## src/rtl/cook_timer.sv

```systemverilog
// Oven countdown stage: loads mm:ss BCD digits, counts down once per second, then raises a timed alarm.
// Optional door interlock is enabled by defining DOOR_INTERLOCK_EN.
module cook_timer #(
    parameter int TICKS_PER_SEC = 50_000_000,
    parameter int ALARM_SECS    = 3
) (
    input  logic       clk,
    input  logic       rst,
    input  logic       start,
    input  logic       pause,
    input  logic       cancel,
`ifdef DOOR_INTERLOCK_EN
    input  logic       door_open,
`endif
    input  logic [3:0] din0,
    input  logic [3:0] din1,
    input  logic [3:0] din2,
    input  logic [3:0] din3,
    output logic [3:0] dout0,
    output logic [3:0] dout1,
    output logic [3:0] dout2,
    output logic [3:0] dout3,
    output logic       heat_on,
    output logic       done,
    output logic       busy
);

    localparam logic [1:0] S_IDLE  = 2'd0;
    localparam logic [1:0] S_RUN   = 2'd1;
    localparam logic [1:0] S_PAUSE = 2'd2;
    localparam logic [1:0] S_ALARM = 2'd3;

    localparam int PW = $clog2(TICKS_PER_SEC + 1);
    localparam int AW = $clog2(ALARM_SECS + 1);

    logic [1:0]    r_state;
    logic [PW-1:0] r_presc;
    logic [AW-1:0] r_alarm;
    logic [3:0]    r_d0, r_d1, r_d2, r_d3;

    logic          w_door;
    logic          w_tick;
    logic [3:0]    w_l0, w_l1, w_l2, w_l3;
    logic          w_load_nz;
    logic [3:0]    w_n0, w_n1, w_n2, w_n3;
    logic          w_n_zero;
    logic          w_start_ok;
    logic          w_hold;

`ifdef DOOR_INTERLOCK_EN
    assign w_door = door_open;
`else
    assign w_door = 1'b0;
`endif

    assign w_tick = ((r_state == S_RUN) || (r_state == S_ALARM))
                    && (r_presc == PW'(TICKS_PER_SEC - 1));

    function automatic logic [3:0] clamp(input logic [3:0] d, input logic [3:0] mx);
        return (d > mx) ? mx : d;
    endfunction

    assign w_l0      = clamp(din0, 4'd9);
    assign w_l1      = clamp(din1, 4'd5);
    assign w_l2      = clamp(din2, 4'd9);
    assign w_l3      = clamp(din3, 4'd9);
    assign w_load_nz = |{w_l3, w_l2, w_l1, w_l0};

    // mm:ss borrow chain; a zero value is left untouched
    always_comb begin
        w_n0 = r_d0;
        w_n1 = r_d1;
        w_n2 = r_d2;
        w_n3 = r_d3;
        if (r_d0 != 4'd0) begin
            w_n0 = r_d0 - 4'd1;
        end else if (r_d1 != 4'd0) begin
            w_n0 = 4'd9;
            w_n1 = r_d1 - 4'd1;
        end else if (r_d2 != 4'd0) begin
            w_n0 = 4'd9;
            w_n1 = 4'd5;
            w_n2 = r_d2 - 4'd1;
        end else if (r_d3 != 4'd0) begin
            w_n0 = 4'd9;
            w_n1 = 4'd5;
            w_n2 = 4'd9;
            w_n3 = r_d3 - 4'd1;
        end
    end

    assign w_n_zero   = ({w_n3, w_n2, w_n1, w_n0} == 16'd0);
    assign w_start_ok = start && !w_door;
    assign w_hold     = pause || w_door;

    always_ff @(posedge clk) begin
        if (rst) begin
            r_state <= S_IDLE;
            r_presc <= '0;
            r_alarm <= '0;
            {r_d3, r_d2, r_d1, r_d0} <= 16'd0;
        end else if (cancel) begin
            r_state <= S_IDLE;
            r_presc <= '0;
            r_alarm <= '0;
            {r_d3, r_d2, r_d1, r_d0} <= 16'd0;
        end else begin
            case (r_state)
                S_IDLE: begin
                    r_presc <= '0;
                    {r_d3, r_d2, r_d1, r_d0} <= {din3, din2, din1, din0};
                    if (w_start_ok && w_load_nz) begin
                        r_state <= S_RUN;
                        {r_d3, r_d2, r_d1, r_d0} <= {w_l3, w_l2, w_l1, w_l0};
                    end
                end
                S_RUN: begin
                    r_presc <= w_tick ? '0 : r_presc + 1'b1;
                    if (w_tick) begin
                        {r_d3, r_d2, r_d1, r_d0} <= {w_n3, w_n2, w_n1, w_n0};
                    end
                    if (w_tick && w_n_zero) begin
                        r_state <= S_ALARM;
                        r_presc <= '0;
                        r_alarm <= '0;
                    end else if (w_hold) begin
                        r_state <= S_PAUSE;
                        r_presc <= '0;
                    end
                end
                S_PAUSE: begin
                    r_presc <= '0;
                    if (w_start_ok) begin
                        r_state <= S_RUN;
                    end
                end
                default: begin
                    r_presc <= w_tick ? '0 : r_presc + 1'b1;
                    if (w_tick) begin
                        if (r_alarm == AW'(ALARM_SECS - 1)) begin
                            r_state <= S_IDLE;
                            r_alarm <= '0;
                        end else begin
                            r_alarm <= r_alarm + 1'b1;
                        end
                    end
                end
            endcase
        end
    end

    assign dout0   = r_d0;
    assign dout1   = r_d1;
    assign dout2   = r_d2;
    assign dout3   = r_d3;
    assign heat_on = (r_state == S_RUN) && !w_door;
    assign done    = (r_state == S_ALARM);
    assign busy    = (r_state == S_RUN) || (r_state == S_PAUSE);

endmodule

```

## config.mk

```make
export PLATFORM = sky130hd
export DESIGN_NAME = cook_timer
export DESIGN_NICKNAME = d
export VERILOG_FILES = /design/src/rtl/cook_timer.sv
export SDC_FILE = /design/constraint.sdc
export NUM_CORES = 1
export LEC_CHECK = 0
export ABC_AREA = 0
export CORE_UTILIZATION = 45
export CTS_CLUSTER_DIAMETER = 30
export DETAILED_ROUTE_END_ITERATION = 10
export PLACE_DENSITY = 0.68
export SETUP_SLACK_MARGIN = 0.3
export SYNTH_ARGS = -nofsm -noshare
export SYNTH_HDL_FRONTEND = slang
export SYNTH_SLANG_ARGS = --single-unit
export TNS_END_PERCENT = 10
```

## constraint.sdc

```tcl
create_clock -name clk -period 6.9 [get_ports clk]
set_clock_uncertainty 0.15 [all_clocks]
set_input_delay 1.38 -clock clk [delete_from_list [all_inputs] [get_ports clk]]
set_output_delay 1.38 -clock clk [all_outputs]
set_load 0.03 [all_outputs]
```

==> flow_metrics.py <==
metrics = {
    "clock_tree": {
        "cts_root_buf": "clkbuf_8",
        "post_cts_resized": 0,
        "clock_path_buffers": 2,
        "postCtsSetupRepairBufs": 0,
        "cts_tree": "built",
        "cts_max_level": 2,
        "clk_pin_slew_ps": 100,
        "insertion_delay_ps": 310,
        "cts_buffers": 5,
        "cts.hold.buffers_added": 0,
        "cts_sinks": 46,
    },
    "finish": {
        "instances_no_fill": 460,
        "final_common_cell": "nor2_1",
        "area_delta_synth_final_pct": 19.6,
        "nNetsFinal": 414,
        "antenna_cells": 0,
        "layout_common_cells": "nor2_1, dfxtp_1, clkdlybuf4s50_1",
        "drive_gt1_share_pct": 6.23,
    },
    "route": {
        "drc": 0,
        "routedWlPerCell_um": 15.1,
        "wirelength_mm": 6.94,
        "antenna_left": 0,
        "avgViaCountPerCell": 5.83,
        "vias": 2684,
        "drt_iter0_markers": 174,
        "first_pass_iters": 5,
    },
    "place": {
        "placed_cells": 452,
        "dp_hpwl_mm": 5.16,
        "place_ws_ps": 3580,
        "gp_congestion": 0.865,
        "port_buffers": 39,
    },
    "pwr": {
        "irDropWorstVdd_mv": 0.143,
        "p_leak_nw": 1.14,
        "power_w": 0.000699,
        "powerDensity_mw_per_mm2": 208,
    },
    "setup_path": {
        "worst_ep_required_time_ps": 5370,
        "timing.rr.start": "dout2[0]$_SDFFE_PP0P_",
        "critPathCaptureType": "output pin",
        "r2r_setup_slack_ps": 3650,
        "crit_start": "r_state[0]$_SDFFE_PP0P_",
        "worst-setup-path-type": "register to output pin",
        "rr_worst_depth": 10,
        "worstPathArrival_ps": 1770,
        "r2r-end": "r_alarm[0]$_SDFFE_PP0P_",
        "crit_end": "busy",
        "crit_fanout": 4,
        "start_kind": "register",
    },
    "synthesis": {
        "ys_types": 59,
        "ys_seq_area_share_pct": 32.8,
        "postSynthAreaPerCell_um2": 8.00,
        "ys_warn_count": 0,
        "yosys_register_bits": 46,
        "syn_inst": 351,
        "synth_edf_count": 0,
        "synthFlopType": "dfxtp_1",
        "synth-async-reset-ratio_pct": 0,
        "synth_fp_nets": 381,
        "syn_area_mm2": 0.00281,
    },
    "die": {
        "die_w_um": 81.0,
        "pin_count": 40,
        "rows": 28,
        "die_h_um": 81.0,
        "die_area_mm2": 0.00656,
        "start_util_pct": 47.1,
        "coreArea_mm2": 0.00596,
    },
    "hold_path": {
        "hold_class": "register to register",
    },
    "global_route": {
        "grt_max_degree": 28,
        "grt_pass1_vias": 2499,
        "antenna_found_initial": 0,
        "grt_overflow_total": 0,
        "grt_first_pass_wirelength_mm": 11.6,
        "groute.usage.overall_pct": 22.7,
    },
    "status": {
        "outcome": "finished clean",
    },
    "sta": {
        "slew_violations": 0,
        "rsz0062_at_grt": "no",
        "worstMarginPinSlew_ps": 932,
        "relSlewSlack_pct": 37.9,
        "setup_tns_ps": 0,
        "finalSetupViolCount": 0,
        "hold_viol": 0,
        "fin_crit_sh_pct": 47.9,
        "min_period_ps": 3300,
        "fin_ws_ps": 3600,
        "fmax_mhz": 303,
    },
    "flow_run": {
        "maxCapViolations": 0,
    },
}
[cells in the mapped netlist (all sizes together) (2+ instances only)]
master   instances  share of area [%]
mux2i            3                1.1
nand4           13                3.4
nand4bb          2                1.4
or4              2               0.53
a211oi           9                2.4
nor4             8                2.5
or3b             3                1.0
nor3            11                2.1
nand2           28                3.7
o211a            2               0.71
or2              4               0.89
nor4b            2               0.62
xor2            17                5.3
a221oi           3               0.94
or3              5                1.1
nor2            51                6.8
a22oi            2               0.53
ha               9                4.0
dfxtp           46                 33
inv             18                2.4
nand3           12                2.1
a21oi           19                3.4
a31oi            5                1.1
nand2b           2               0.45
xnor2            4                1.2
clkbuf          13                1.7
o31ai            2               0.53
o311ai           2               0.62
o211ai           8                2.1
o21ai           16                3.0
buf              2               0.36
and3             7                1.6
a311oi           3               0.94
nor3b            3                1.2
[worst max-delay path: stages (launching register included)]
cell and delay, ps:
dfxtp_1 400, inv_1 90, ha_1 300, clkdlybuf4s50_1 670
[worst min-delay path by stage]
stage	startpoint	endpoint	slack, ps	cells after the start
floorplan	r_alarm[0]$_SDFFE_PP0P_	r_alarm[0]$_SDFFE_PP0P_	290	2
global placement	r_alarm[0]$_SDFFE_PP0P_	r_alarm[0]$_SDFFE_PP0P_	310	2
detailed placement	r_alarm[0]$_SDFFE_PP0P_	r_alarm[0]$_SDFFE_PP0P_	320	2
CTS	r_alarm[0]$_SDFFE_PP0P_	r_alarm[0]$_SDFFE_PP0P_	340	2
global route	r_alarm[0]$_SDFFE_PP0P_	r_alarm[0]$_SDFFE_PP0P_	380	2
finish	r_alarm[0]$_SDFFE_PP0P_	r_alarm[0]$_SDFFE_PP0P_	330	2
[per-stage QoR]
step / utilization, % / hold WS (ps) / cell area [um2]
CTS: 56.4 / 336 / 3360
detailed placement: 54.5 / 324 / 3250
finish: 56.4 / 334 / 3360
floorplan: - / 290 / 2810
global placement: 54.5 / 305 / 3250
global route: 56.4 / 378 / 3360
[power breakdown]
group | total (W) | switching [W] | internal, W
clock network | 0.000205 | 0.0000968 | 0.000108
registers | 0.000286 | 0.0000124 | 0.000273
logic | 0.000209 | 0.000124 | 0.0000843
total | 0.000699 | 0.000234 | 0.000466
[cell families after synthesis]
| family | count (synthesis) | share of synthesized area [%] |
|---|---|---|
| and+or+nand+nor | 158 | 31.6 |
| AOI/OAI and AO/OA | 80 | 19.1 |
| DFF | 46 | 32.8 |
| buffers and inverters | 33 | 4.50 |
| xor gates and xnor gates | 21 | 6.55 |
| adders and majority gates | 9 | 4.01 |
| muxes | 4 | 1.47 |
[per-layer routing]
metal	track usage [%]	vias to the layer above	wire length [um]
li1	-	1345	-
met1	28.1	1243	3120
met5	0	-	0
met3	4.27	13	378
met4	6.79	0	94
met2	39.5	83	3350
[registers in the layout, indices dropped and copies added (netlist names)]
signal / count
r_state: 2
dout3: 4
dout2: 4
dout1: 4
dout0: 4
r_presc: 26
r_alarm: 2
[cell type report]
| cell class | count | area [um2] |
|---|---|---|
| well taps | 75 | 93.8 |
| fillers | 575 | 2600 |
| inverters | 18 | 67.6 |
| multi-input cells | 272 | 1760 |
| flip-flops and latches | 46 | 921 |
| clock inverters | 2 | 37.5 |
| clock buffers | 6 | 72.6 |
| repair buffers | 41 | 405 |
No activity file was read; power rests on OpenSTA's default activity.
